===== config.mk =====
export PLATFORM = sky130hd
export DESIGN_NAME = traffic_intersection_ctrl
export DESIGN_NICKNAME = d
export VERILOG_FILES = /design/src/rtl/traffic_intersection_ctrl.sv
export SDC_FILE = /design/constraint.sdc
export NUM_CORES = 1
export LEC_CHECK = 0
export BUFFER_PORTS_ARGS = -buffer_cell sky130_fd_sc_hd__clkbuf_2
export CAP_MARGIN = 20
export CORE_ASPECT_RATIO = 2
export CORE_UTILIZATION = 30
export DETAILED_ROUTE_END_ITERATION = 7
export PLACE_DENSITY = 0.45
export SYNTH_ARGS = -nofsm -noshare
export SYNTH_HDL_FRONTEND = slang
export SYNTH_SLANG_ARGS = --single-unit
export TNS_END_PERCENT = 50

===== constraint.sdc =====
create_clock -name clk -period 2.4 [get_ports clk]
set_input_delay 0 -clock clk [delete_from_list [all_inputs] [get_ports clk]]
set_output_delay 0 -clock clk [all_outputs]
set_load 0.01 [all_outputs]

===== src/rtl/traffic_intersection_ctrl.sv =====
// Two-road intersection scheduler: main road owns green by default, side road and
// pedestrian requests are latched and served after the main road's minimum green.
module traffic_intersection_ctrl #(
  parameter int MIN_GREEN = 8,
  parameter int SIDE_MIN  = 4,
  parameter int SIDE_MAX  = 10,
  parameter int YELLOW    = 3,
  parameter int ALLRED    = 2,
  parameter int TW        = 5
) (
  input  logic       clk,
  input  logic       rst,
  input  logic       side_req,
  input  logic       ped_req,
  output logic [3:0] main_light,
  output logic [3:0] side_light,
  output logic       ped_walk,
  output logic [2:0] phase
);

  localparam logic [2:0] S_INIT   = 3'd0;
  localparam logic [2:0] S_MAIN_G = 3'd1;
  localparam logic [2:0] S_MAIN_Y = 3'd2;
  localparam logic [2:0] S_RED1   = 3'd3;
  localparam logic [2:0] S_SIDE_G = 3'd4;
  localparam logic [2:0] S_SIDE_Y = 3'd5;
  localparam logic [2:0] S_RED2   = 3'd6;

  localparam logic [3:0] L_BLACK  = 4'b1000;
  localparam logic [3:0] L_RED    = 4'b0100;
  localparam logic [3:0] L_GREEN  = 4'b0010;
  localparam logic [3:0] L_YELLOW = 4'b0001;

  // Last count value of each dwell: a phase of N cycles exits when cnt == N-1.
  localparam logic [TW-1:0] MAIN_G_LAST = TW'(MIN_GREEN - 1);
  localparam logic [TW-1:0] SIDE_MIN_LAST = TW'(SIDE_MIN - 1);
  localparam logic [TW-1:0] SIDE_MAX_LAST = TW'(SIDE_MAX - 1);
  localparam logic [TW-1:0] YELLOW_LAST = TW'(YELLOW - 1);
  localparam logic [TW-1:0] ALLRED_LAST = TW'(ALLRED - 1);
  localparam logic [TW-1:0] CNT_MAX = {TW{1'b1}};

  logic [2:0]    state_q, state_d;
  logic [TW-1:0] cnt_q, cnt_d;
  logic          side_pend_q, side_pend_d;
  logic          ped_pend_q, ped_pend_d;
  logic          walk_en_q, walk_en_d;

  // NOTE: every variable gets a default at the top of always_comb so no path
  // through the case statements can leave it unassigned and infer a latch.
  always_comb begin
    state_d = state_q;
    unique case (state_q)
      S_INIT:   state_d = S_MAIN_G;
      S_MAIN_G: if (cnt_q >= MAIN_G_LAST && (side_pend_q || ped_pend_q)) state_d = S_MAIN_Y;
      S_MAIN_Y: if (cnt_q == YELLOW_LAST) state_d = S_RED1;
      S_RED1:   if (cnt_q == ALLRED_LAST) state_d = S_SIDE_G;
      S_SIDE_G: if ((cnt_q >= SIDE_MIN_LAST && !side_req) || cnt_q == SIDE_MAX_LAST)
                  state_d = S_SIDE_Y;
      S_SIDE_Y: if (cnt_q == YELLOW_LAST) state_d = S_RED2;
      S_RED2:   if (cnt_q == ALLRED_LAST) state_d = S_MAIN_G;
      default:  state_d = S_INIT;
    endcase

    if (state_d != state_q)     cnt_d = '0;
    else if (cnt_q == CNT_MAX)  cnt_d = cnt_q;
    else                        cnt_d = cnt_q + TW'(1);

    side_pend_d = side_pend_q | (side_req && state_q != S_SIDE_G);
    ped_pend_d  = ped_pend_q  | (ped_req  && state_q != S_SIDE_G);
    walk_en_d   = walk_en_q;

    // Entering side green consumes the pending requests; the clear beats a
    // request arriving in the same cycle.
    if (state_q == S_RED1 && state_d == S_SIDE_G) begin
      walk_en_d   = ped_pend_q;
      side_pend_d = 1'b0;
      ped_pend_d  = 1'b0;
    end
    if (state_q == S_SIDE_G && state_d == S_SIDE_Y) walk_en_d = 1'b0;
  end

  // NOTE: sequential state uses non-blocking assignments so every flop samples
  // the pre-edge values regardless of statement order.
  always_ff @(posedge clk) begin
    if (rst) begin
      state_q     <= S_INIT;
      cnt_q       <= '0;
      side_pend_q <= 1'b0;
      ped_pend_q  <= 1'b0;
      walk_en_q   <= 1'b0;
    end else begin
      state_q     <= state_d;
      cnt_q       <= cnt_d;
      side_pend_q <= side_pend_d;
      ped_pend_q  <= ped_pend_d;
      walk_en_q   <= walk_en_d;
    end
  end

  always_comb begin
    main_light = L_BLACK;
    side_light = L_BLACK;
    unique case (state_q)
      S_MAIN_G: begin main_light = L_GREEN;  side_light = L_RED;    end
      S_MAIN_Y: begin main_light = L_YELLOW; side_light = L_RED;    end
      S_RED1,
      S_RED2:   begin main_light = L_RED;    side_light = L_RED;    end
      S_SIDE_G: begin main_light = L_RED;    side_light = L_GREEN;  end
      S_SIDE_Y: begin main_light = L_RED;    side_light = L_YELLOW; end
      default:  begin main_light = L_BLACK;  side_light = L_BLACK;  end
    endcase
    ped_walk = (state_q == S_SIDE_G) && walk_en_q;
    phase    = state_q;
  end

endmodule


== Word level (Yosys, flattened, before mapping) ==
Index checks and enable logic that the tools add are counted.
Storage, ports and cells
  output and inout port bits: 12
  logic and storage cells: 49
  bits of input ports: 4
  register bits: 11
Operators by class
  bitwise logic cells: 2
  order comparisons: 2
  muxes and demuxes: 9
  equal/unequal tests: 14
  reduce and logical (&&, ||, !) cells: 16
  add/subtract/negate cells: 1
Operator list (number)
  $pmux 4 s3: 2
  $pmux 3 s7: 1
  $mux 3: 6
  $eq 3x3->1 const B: 5
  $reduce_or 4->1: 2
  $logic_and 1x1->1: 7
  $eq 3x2->1 const B: 2
  $reduce_or 2->1: 3
  $add 5x1->5 const B: 1
  $eq 5x1->1 const B: 1
  $eq 5x2->1 const B: 1
  $eq 5x4->1 const B: 1
  $eq 5x5->1 const B: 1
  $ge 5x2->1 const B: 1
  $ge 5x3->1 const B: 1
  $eq 3x1->1 const B: 1
  $logic_not 3->1: 1
  $ne 3x3->1: 1
  $ne 3x3->1 const B: 1
  $logic_or 1x1->1: 2
  $or 1x1->1: 2
  $logic_not 1->1: 1

== Longest topological paths before layout ==
Gate-level depths: netlist of the first run.
  depth in word-level cells: 8
  gate-level depth with buffers: 6
  depth with buffers taken out: 6

== Worst setup path before layout of the first run ==
Ideal clock, no wire load.
  path kind: flip-flop to flip-flop
  start point: register cnt_q[0]
  end point: register walk_en_q
  path slack: 0.683 ns
  required time: 2.320 ns
  path buffers: 0
  stages on the path, launching flop included: 6
  period minus slack after synthesis: 1.717 ns
  arrival time: 1.638 ns
  library setup time: 0.080 ns
  path through: dfxtp_1 -> ha_1 -> or4b_4 -> or3_4 -> mux2i_1 -> nor3b_1
On the way
  longest elaborated chain between the ends: 8
  elaborated cells on any way between the ends: 20
  those cells by class: 2 x order compare; 5 x eq/ne; 7 x mux; 6 x reduce/logical
Ends and longest elaborated chain
  start: declaration: line 43  | logic [TW-1:0] cnt_q, cnt_d;
  start signal: assignment: line 93  | cnt_q <= cnt_d;
  $ge 5x2->1: line 57  | S_SIDE_G: if ((cnt_q >= SIDE_MIN_LAST && !side_req) || cnt_q == SIDE_MAX_LAST)
  $logic_and 1x1->1: line 57
  $logic_or 1x1->1: line 57
  $mux 3: line 57
  $pmux 3 s7 (*): line 52  | unique case (state_q)
  $eq 3x3->1: line 79  | if (state_q == S_SIDE_G && state_d == S_SIDE_Y) walk_en_d = 1'b0;
  $logic_and 1x1->1: line 79
  $reduce_or 2->1 (no line)
  end signal: assignment: line 96  | walk_en_q <= walk_en_d;
  end: declaration: line 46  | logic walk_en_q, walk_en_d;
Mark *: on every way between the ends. The rest lies on a longest branch, timed or not.
A chain may end at the register's enable or synchronous reset.

== Worst setup path in the final report of the first run ==
  start point: register cnt_q[0]
  end point: register cnt_q[3]
On the way
  longest elaborated chain between the ends: 7
  elaborated cells on any way between the ends: 19
  those cells by class: 1 x add/sub; 2 x order compare; 5 x eq/ne; 7 x mux; 4 x reduce/logical
Ends and longest elaborated chain
  $ge 5x2->1: line 57
  $logic_and 1x1->1: line 57
  $logic_or 1x1->1: line 57
  $mux 3: line 57
  $pmux 3 s7: line 52
  $ne 3x3->1: line 64  | if (state_d != state_q) cnt_d = '0;
  $reduce_or 2->1 (no line)
Parallel ways exist; a longest one is shown, timed or not.

==> results of run 1 <==
cells by family after synthesis:
logic type                 Yosys count  share of synthesized area [%]
buffers and inverters               12                          6.824
AOI/OAI and AO/OA                   23                          21.75
muxes                                2                          2.540
xor gates and xnor gates             4                          4.445
and+or+nand+nor                     40                          30.16
DFF                                 11                          27.94
adders and majority gates            4                          6.349
layer usage:
| layer | wire [µm] | up-vias |
|---|---|---|
| met1 | 826 | 379 |
| met4 | 85 | 0 |
| met2 | 1169 | 15 |
| li1 | - | 385 |
| met5 | 0 | - |
| met3 | 42 | 9 |
area by class of cell:
| class | instances | area share, % |
|---|---|---|
| tap | 28 | 3.748 |
| inverter | 6 | 2.410 |
| sequential | 11 | 23.56 |
| clock buffer | 4 | 4.819 |
| multi-input combinational | 73 | 55.02 |
| timing repair buffer | 18 | 10.44 |
registers in the layout, indices dropped and copies added, names as in the netlist:
| signal | cells |
|---|---|
| ped_pend_q | 1 |
| walk_en_q | 1 |
| cnt_q | 5 |
| phase | 3 |
| side_pend_q | 1 |
cell usage after synthesis, drive strengths merged:
master	n
dfxtp	11
nor3	8
inv	6
nand2	6
nor2	5
a21oi	4
ha	4
o21ai	4
buf	3
clkbuf	3
nand2b	3
or3	3
a211o	2
and3	2
mux2i	2
nor2b	2
nor3b	2
nor4b	2
o22ai	2
o2bb2ai	2
o311ai	2
or2	2
xnor2	2
xor2	2
a21o	1
a31oi	1
a32o	1
a41oi	1
and2	1
nand3	1
nand4b	1
nor4bb	1
o211a	1
o211ai	1
o221ai	1
or4b	1
how the worst max path moves through the flow:
| stage | start | to | cells past startpoint |
|---|---|---|---|
| after detailed placement | cnt_q[0]$_SDFFE_PP0P_ | cnt_q[3]$_SDFFE_PP0P_ | 5 |
| after global placement | cnt_q[0]$_SDFFE_PP0P_ | cnt_q[3]$_SDFFE_PP0P_ | 5 |
| after CTS | cnt_q[0]$_SDFFE_PP0P_ | cnt_q[3]$_SDFFE_PP0P_ | 5 |
| final | cnt_q[0]$_SDFFE_PP0P_ | cnt_q[3]$_SDFFE_PP0P_ | 5 |
| after global routing | cnt_q[0]$_SDFFE_PP0P_ | cnt_q[3]$_SDFFE_PP0P_ | 5 |
| after floorplan | cnt_q[0]$_SDFFE_PP0P_ | walk_en_q$_SDFFE_PP0P_ | 5 |
stage by stage:
| step | utilization [%] | worst slack (ns) | instance area (µm²) | power [mW] | cells |
|---|---|---|---|---|---|
| after global placement | 35.51 | 0.5590 | 889.6 | 0.2522 | 136 |
| after detailed placement | 35.51 | 0.5478 | 889.6 | 0.2520 | 136 |
| after floorplan | - | 0.6826 | 788.3 | 0.2348 | 96 |
| after global routing | 37.31 | 0.3875 | 934.6 | 0.4597 | 140 |
| final | 37.31 | 0.5351 | 934.6 | 0.4397 | 140 |
| after CTS | 37.31 | 0.5247 | 934.6 | 0.4426 | 140 |
worst reg2reg max path, stage by stage (launching register included):
cell and delay [ns]:
dfxtp_1 0.42, ha_1 0.21, or4b_4 0.48, o211ai_1 0.26, o211a_1 0.28, nor3_1 0.09
power groups by stage:
stage | Combinational (mW) | Sequential (mW) | Clock, mW
after floorplan | 0.0366 | 0.198 | 0
after global placement | 0.0503 | 0.202 | 0
after detailed placement | 0.0500 | 0.202 | 0
after CTS | 0.0501 | 0.198 | 0.194
after global routing | 0.0559 | 0.200 | 0.204
final | 0.0498 | 0.198 | 0.191
==> flow_summary_export.csv, run 1 <==
group,metric,value,unit
floorplanning,die_y,74.49,µm
routing,drtPass1Iterations,4,
global_routing,grt_pass1_vias,744,
floorplanning,die_w,38.25,µm
critical_path,path_max_fanout,6,
cts,cts_setup_buffers,0,
global_routing,grt_max_degree,16,
global_routing,grt_pass1_wl,3394,µm
timing,slew_viol_final,0,
routing,drt_iter0_drc,12,
cells_and_area,synthToLayoutAreaGrowth,18.57,%
timing,setup_viol,0,
cts,cts.htree.levels,1,
global_routing,gr-usage-all-layers,17.25,%
routing,routed_wirelength,2125,µm
critical_path,crit_arrival,1.97,ns
routing,drc,0,
worst_hold_path,worstHoldStart,"rst",
synth,yosysWarningCount,0,
cts,clk_pin_slew,0.05,ns
power_and_ir_drop,p_sw,0.1105,mW
cells_and_area,final_common_cell,"clkbuf_2",
cells_and_area,layout-drive-gt1-share,23.21,%
synth,syn_area,788.3,µm²
global_routing,grt.met2_usage,31.64,%
timing,fmax,536.2,MHz
synth,synth_top_cell_by_area,"dfxtp_1",
floorplanning,io_pins,16,
cells_and_area,num-fill-cells,264,
cts,cts_inserted_buffers,3,
critical_path,r2r_start,"cnt_q[0]$_SDFFE_PP0P_",
critical_path,crit_buf_inv,0,
floorplanning,die_area,2849,µm²
routing,vias,788,
critical_path,critical_path.top_delay_family,"simple AND/OR/NAND/NOR gates",
place,io_buffers,15,
synth,yosys-top-cells-area,"dfxtp_1 28%, ha_1 6.3%, nor3_1 5.1%",
critical_path,r2r_slack,0.54,ns
power_and_ir_drop,p_int,0.3292,mW
synth,ys_seq_area_share,27.94,%
routing,detail-route-antenna-nets,0,
synth,ys_ff_latch,11,
cells_and_area,final_cell_mix,"15 x clkbuf_2, 11 x dfxtp_1, 8 x nor3_1, 6 x inv_1, 6 x nand2_1",
cells_and_area,diodes,0,
place,gp_congestion,0.7324,
critical_path,r2r_end,"cnt_q[3]$_SDFFE_PP0P_",
worst_hold_path,min_to,"phase[2]$_SDFF_PP0_",
cts,clkLatencyLatePin,0.25,ns
power_and_ir_drop,clkPwrFrac,43.5,%
timing,hold-worst-slack,0.03727,ns
timing,worst_pin_slew,0.4580,ns
timing,period_share,77.71,%
timing,slew_headroom,69.03,%
run_status,outcome,"completed",
floorplanning,coreArea,2505,µm²
timing,post-route-min-period,1.865,ns
place,dp_hpwl,1645,µm
timing,hold_viol_final,0,
critical_path,path_cells,"ha_1, or4b_4, o211ai_1, o211a_1, nor3_1",
cells_and_area,ff_latch_area,220.2,µm²
power_and_ir_drop,p_sw_share,25.12,%
floorplanning,start_util,31.47,%
run,maxCapViolations,0,
power_and_ir_drop,peakVddDrop,0.0002856,V
cts,hold_buffers,0,
synth,synth_cell_types,40,
global_routing,antenna_found_initial,0,
critical_path,startpoint_type,"register",
power_and_ir_drop,powerDensity,470.4,nW/µm²
power_and_ir_drop,seqPwrFrac,45.1,%
critical_path,end_kind,"register",
critical_path,slowest_stage,"or4b_4",
cts,cts-root-to-sink-buffers,2,
synth,syn_area_per_cell,8.211,µm²
cells_and_area,nets,121,
critical_path,path_class,"reg -> reg",
worst_hold_path,hold-path-cell-count,2,
power_and_ir_drop,combinationalPowerShare,11.3,%
timing,final.setup.tns,0,ns
power_and_ir_drop,power.leakage,0.4274,nW
routing,wl_per_cell,15.18,µm
cts,cts_tree,"built",
cts,clockRootBuffer,"clkbuf_8",
cts,numClockSinks,11,
global_routing,grt_overflow,0,
critical_path,worst-r2r-cell-count,5,
global_routing,grt_busiest_layer,"met2",
global_routing,grt_use_met1,16.36,%
synth,syn-num-nets,104,
timing,rsz0062_at_grt,"no",
synth,synth_cells,96,
cts,post_cts_resized,0,
routing,vias_per_cell,5.629,
floorplanning,row_count,26,
critical_path,required,2.51,ns
global_routing,globalRouteMet3Util,2.985,%
timing,worst_clock_skew,0.007060,ns
synth,synth_top_area_share,27.94,%
cells_and_area,multi_input_area,514.2,µm²
worst_hold_path,hold_path_class,"in -> reg",
critical_path,cpPeakStageDelay,0.48,ns
No activity file was read; power rests on OpenSTA's default activity.
==> run 2: changes to the inputs <==
- clock period: 2.4 -> 1.9 ns (I/O delays scaled with it)
==> flow_summary_export.csv, run 2 (synthesis gave the netlist of run 1 again) <==
group,metric,value,unit
run_status,outcome,"completed",
cts,hold_buffers,0,
place,dp_hpwl,1695,µm
cts,clk_pin_slew,0.06,ns
routing,drc,0,
global_routing,grt_overflow,0,
critical_path,required,2.05,ns
routing,routed_wirelength,2138,µm
cts,clkLatencyLatePin,0.24,ns
floorplanning,row_count,26,
routing,drt_iter0_drc,17,
run,maxCapViolations,0,
power_and_ir_drop,peakVddDrop,0.0003203,V
cts,cts.htree.levels,1,
cells_and_area,final_cell_mix,"15 x clkbuf_2, 10 x buf_4, 9 x dfxtp_1, 8 x nor3_1",
timing,post-route-min-period,1.763,ns
timing,setup_viol,0,
floorplanning,die_w,38.25,µm
power_and_ir_drop,powerDensity,569.1,nW/µm²
timing,final.setup.tns,0,ns
timing,rsz0062_at_grt,"no",
cells_and_area,diodes,0,
critical_path,cpPeakStageDelay,0.47,ns
cells_and_area,top_register,"cnt_q",
critical_path,path_cells,"ha_1, or4b_4, or3_4, mux2i_1, nor3b_1",
cells_and_area,final_common_cell,"clkbuf_2",
timing,hold-worst-slack,0.04624,ns
timing,worst_pin_slew,0.3507,ns
cts,numClockSinks,11,
cts,cts_inserted_buffers,3,
floorplanning,die_area,2849,µm²
timing,period_share,92.82,%
critical_path,end_kind,"register",
timing,worst_clock_skew,0.008237,ns
critical_path,path_max_fanout,6,
place,io_buffers,15,
cells_and_area,stdcell_area,996.0,µm²
place,gp_congestion,0.7681,
cells_and_area,nets,128,
power_and_ir_drop,power.leakage,0.4633,nW
critical_path,startpoint_type,"register",
global_routing,grt_pass1_wl,3436,µm
cells_and_area,synthToLayoutAreaGrowth,26.35,%
cts,cts_tree,"built",
global_routing,antenna_found_initial,0,
global_routing,grt_max_degree,13,
cells_and_area,layout-drive-gt1-share,30.25,%
routing,vias_per_cell,5.374,
routing,wl_per_cell,14.54,µm
timing,slew_headroom,76.59,%
place,placed_cell_area,942.2,µm²
cts,clockRootBuffer,"clkbuf_8",
routing,drtPass1Iterations,2,
timing,hold_viol_final,0,
cells_and_area,largest_reg_flops,5,
timing,fmax,567.1,MHz
critical_path,slowest_stage,"or4b_4",
floorplanning,die_y,74.49,µm
routing,vias,790,
critical_path,path_class,"reg -> reg",
timing,slew_viol_final,0,
floorplanning,start_util,31.47,%
cts,cts-root-to-sink-buffers,2,
routing,detail-route-antenna-nets,0,
worst_hold_path,hold_path_class,"in -> reg",
floorplanning,io_pins,16,
floorplanning,coreArea,2505,µm²
cells_and_area,utilization,39.76,%
global_routing,grt_pass1_vias,767,
global_routing,gr-usage-all-layers,17.01,%
critical_path,crit_arrival,1.92,ns
run 2: cell count changes in the layout (fill, tap and decap cells not counted):
| cell | change |
|---|---|
| nor4b_2 | +1 |
| nor4b_1 | -1 |
| dfxtp_2 | +2 |
| dfxtp_1 | -2 |
| buf_4 | +7 |
run 2: layout make-up:
type	instances	area, µm²
clock buffer	4	45.04
fill	283	1509
inverter	6	22.52
tap	28	35.03
sequential	11	222.7
timing repair buffer	25	150.1
multi-input combinational	73	520.5
run 2: critical path, delay by kind of cell, from the launching register on:
family	cells	cell delay, ns
simple gates	3	1.00
flops	1	0.38
mux	1	0.12
fa+ha+maj	1	0.18
run 2: timing repair:
action,in CTS,in global routing
setup endpoints to repair,0,7
setup buffers,0,0
gates resized for setup,0,3
run 2: report_power, final:
| group | internal (mW) | total, mW | switching (mW) |
|---|---|---|---|
| Combinational | 0.0399 | 0.0810 | 0.0410 |
| Sequential | 0.239 | 0.246 | 0.00755 |
| Clock | 0.148 | 0.240 | 0.0922 |
run 2: final timing paths:
path / from / endpoint / slack [ns] / cells after the start
setup / recovery: cnt_q[0]$_SDFFE_PP0P_ / walk_en_q$_SDFFE_PP0P_ / 0.14 / 5
hold / removal: rst / phase[2]$_SDFF_PP0_ / 0.05 / 2
setup reg to reg: cnt_q[0]$_SDFFE_PP0P_ / walk_en_q$_SDFFE_PP0P_ / 0.14 / 5
hold reg to reg: side_pend_q$_SDFF_PP0_ / side_pend_q$_SDFF_PP0_ / 0.52 / 2
run 2: routing by layer:
metal,up-vias,share of wire (%),track usage (%)
met1,378,39,17.06
met2,10,58,32.20
met4,0,1.4,7.143
met3,4,1.5,2.687
met5,-,0,0
li1,398,-,-
run 2: stage by stage:
step	setup slack, ns	power, mW	cells
floorplan	0.1826	0.2966	96
global placement	0.1076	0.3311	143
detailed placement	0.07820	0.3317	143
CTS	0.05369	0.5742	147
global route	0.02810	0.5968	147
finish	0.1365	0.5668	147
==> run 3: changes to the inputs <==
- CORE_ASPECT_RATIO: 2 -> not set
- CORE_UTILIZATION: 30 -> 45
- PLACE_DENSITY: 0.45 -> 0.63
- SKIP_CTS_REPAIR_TIMING: not set -> 1
- clock period: 1.9 -> 1.8 ns (I/O delays scaled with it)
==> flow_summary_export.csv, run 3 (synthesis gave the netlist of run 1 again) <==
group,metric,value,unit
timing,hold_viol_final,0,
power_and_ir_drop,p_int,0.3786,mW
routing,routed_wirelength,1922,µm
power_and_ir_drop,p_sw,0.1445,mW
floorplanning,row_count,14,
worst_hold_path,hold_path_class,"in -> reg",
routing,wl_per_cell,13.73,µm
global_routing,grt_pass1_vias,703,
routing,drc,0,
cells_and_area,stdcell_area,1047,µm²
global_routing,grt_overflow,0,
cts,clockRootBuffer,"clkbuf_4",
critical_path,end_kind,"register",
run,maxCapViolations,0,
cells_and_area,nets,133,
floorplanning,io_pins,16,
critical_path,path_max_fanout,3,
cells_and_area,num-fill-cells,145,
run_status,outcome,"completed",
global_routing,grt_pass1_wl,3139,µm
cts,numClockSinks,11,
timing,worst_clock_skew,0.0005919,ns
critical_path,crit_arrival,1.97,ns
cells_and_area,top_register,"cnt_q",
cells_and_area,final_cell_mix,"15 x clkbuf_2, 15 x buf_4, 9 x dfxtp_1, 7 x nor3_1, 6 x nand2_1",
routing,vias,823,
power_and_ir_drop,combinationalPowerShare,16.7,%
floorplanning,die_y,43.86,µm
cts,cts.htree.levels,1,
power_and_ir_drop,seqPwrFrac,49.6,%
cells_and_area,layout-drive-gt1-share,37.90,%
floorplanning,die_area,1923,µm²
floorplanning,die_w,43.86,µm
timing,slew_viol_final,0,
cells_and_area,largest_reg_flops,5,
timing,fmax,566.2,MHz
power_and_ir_drop,powerDensity,499.4,nW/µm²
timing,hold-worst-slack,0.01489,ns
power_and_ir_drop,p_total,0.5230,mW
global_routing,gr-usage-all-layers,21.83,%
cts,cts_inserted_buffers,3,
cts,clkLatencyLatePin,0.27,ns
cells_and_area,synthToLayoutAreaGrowth,32.86,%
power_and_ir_drop,power.leakage,0.4762,nW
floorplanning,start_util,50.00,%
global_routing,antenna_found_initial,0,
global_routing,grt_max_degree,13,
power_and_ir_drop,clkPwrFrac,33.6,%
power_and_ir_drop,p_sw_share,27.62,%
timing,setup_viol,0,
critical_path,path_class,"reg -> reg",
cts,cts_tree,"built",
place,placed_cell_area,949.7,µm²
cells_and_area,diodes,0,
routing,drtPass1Iterations,6,
cts,clk_pin_slew,0.07,ns
timing,period_share,98.12,%
place,io_buffers,15,
place,gp_congestion,0.7966,
cts,cts-root-to-sink-buffers,2,
timing,post-route-min-period,1.766,ns
critical_path,r2r_slack,0.03,ns
routing,drt_iter0_drc,39,
timing,slew_headroom,71.27,%
routing,detail-route-antenna-nets,0,
timing,worst_pin_slew,0.4249,ns
timing,rsz0062_at_grt,"yes",
place,dp_hpwl,1413,µm
critical_path,startpoint_type,"register",
floorplanning,coreArea,1577,µm²
critical_path,required,2.01,ns
power_and_ir_drop,peakVddDrop,0.0003711,V
routing,vias_per_cell,5.879,
-- run 3: routing by layer --
| metal | part of all wire, % | global-route usage, % |
|---|---|---|
| met5 | 0 | 0 |
| met1 | 49 | 32.06 |
| met4 | 1.1 | 7.273 |
| met3 | 7.2 | 3.750 |
| met2 | 43 | 32.24 |
-- run 3: metrics by stage --
stage / cells / util (%) / TNS [ns] / setup WS, ns
after floorplan: 96 / - / 0 / 0.08258
after global routing: 140 / 66.43 / -0.02628 / -0.02618
after CTS: 138 / 61.90 / -0.05974 / -0.03876
after global placement: 134 / 60.24 / 0 / 0.03540
after detailed placement: 134 / 60.24 / -0.03902 / -0.03321
final: 140 / 66.43 / 0 / 0.03388
-- run 3: layout make-up --
cell class,instances,area [µm²],share of cell area (%)
Timing Repair Buffer,30,187.7,17.92
Clock buffer,4,26.28,2.509
Multi-Input combinational cell,73,563.0,53.76
Sequential cell,11,227.7,21.74
Tap cell,16,20.02,1.912
Inverter,6,22.52,2.151
-- run 3: path summary, 6_finish.rpt --
path | start | end | cells past startpoint
setup / recovery | cnt_q[1]$_SDFFE_PP0P_ | walk_en_q$_SDFFE_PP0P_ | 6
hold / removal | rst | phase[2]$_SDFF_PP0_ | 2
setup reg to reg | cnt_q[1]$_SDFFE_PP0P_ | walk_en_q$_SDFFE_PP0P_ | 6
hold reg to reg | side_pend_q$_SDFF_PP0_ | side_pend_q$_SDFF_PP0_ | 2
-- run 3: critical path: stages, from the launching register on --
cell     delay [ns]
dfxtp_4        0.36
inv_2          0.06
ha_4           0.12
or4b_4         0.46
or3_4          0.40
mux2i_1        0.14
nor3b_2        0.17
-- run 3: power by group through the flow --
stage	clock network (mW)	logic [mW]	registers, mW
after global placement	0	0.0780	0.266
final	0.176	0.0876	0.260
after floorplan	0	0.0488	0.264
after global routing	0.191	0.0957	0.261
after detailed placement	0	0.0787	0.266
after CTS	0.175	0.0791	0.260
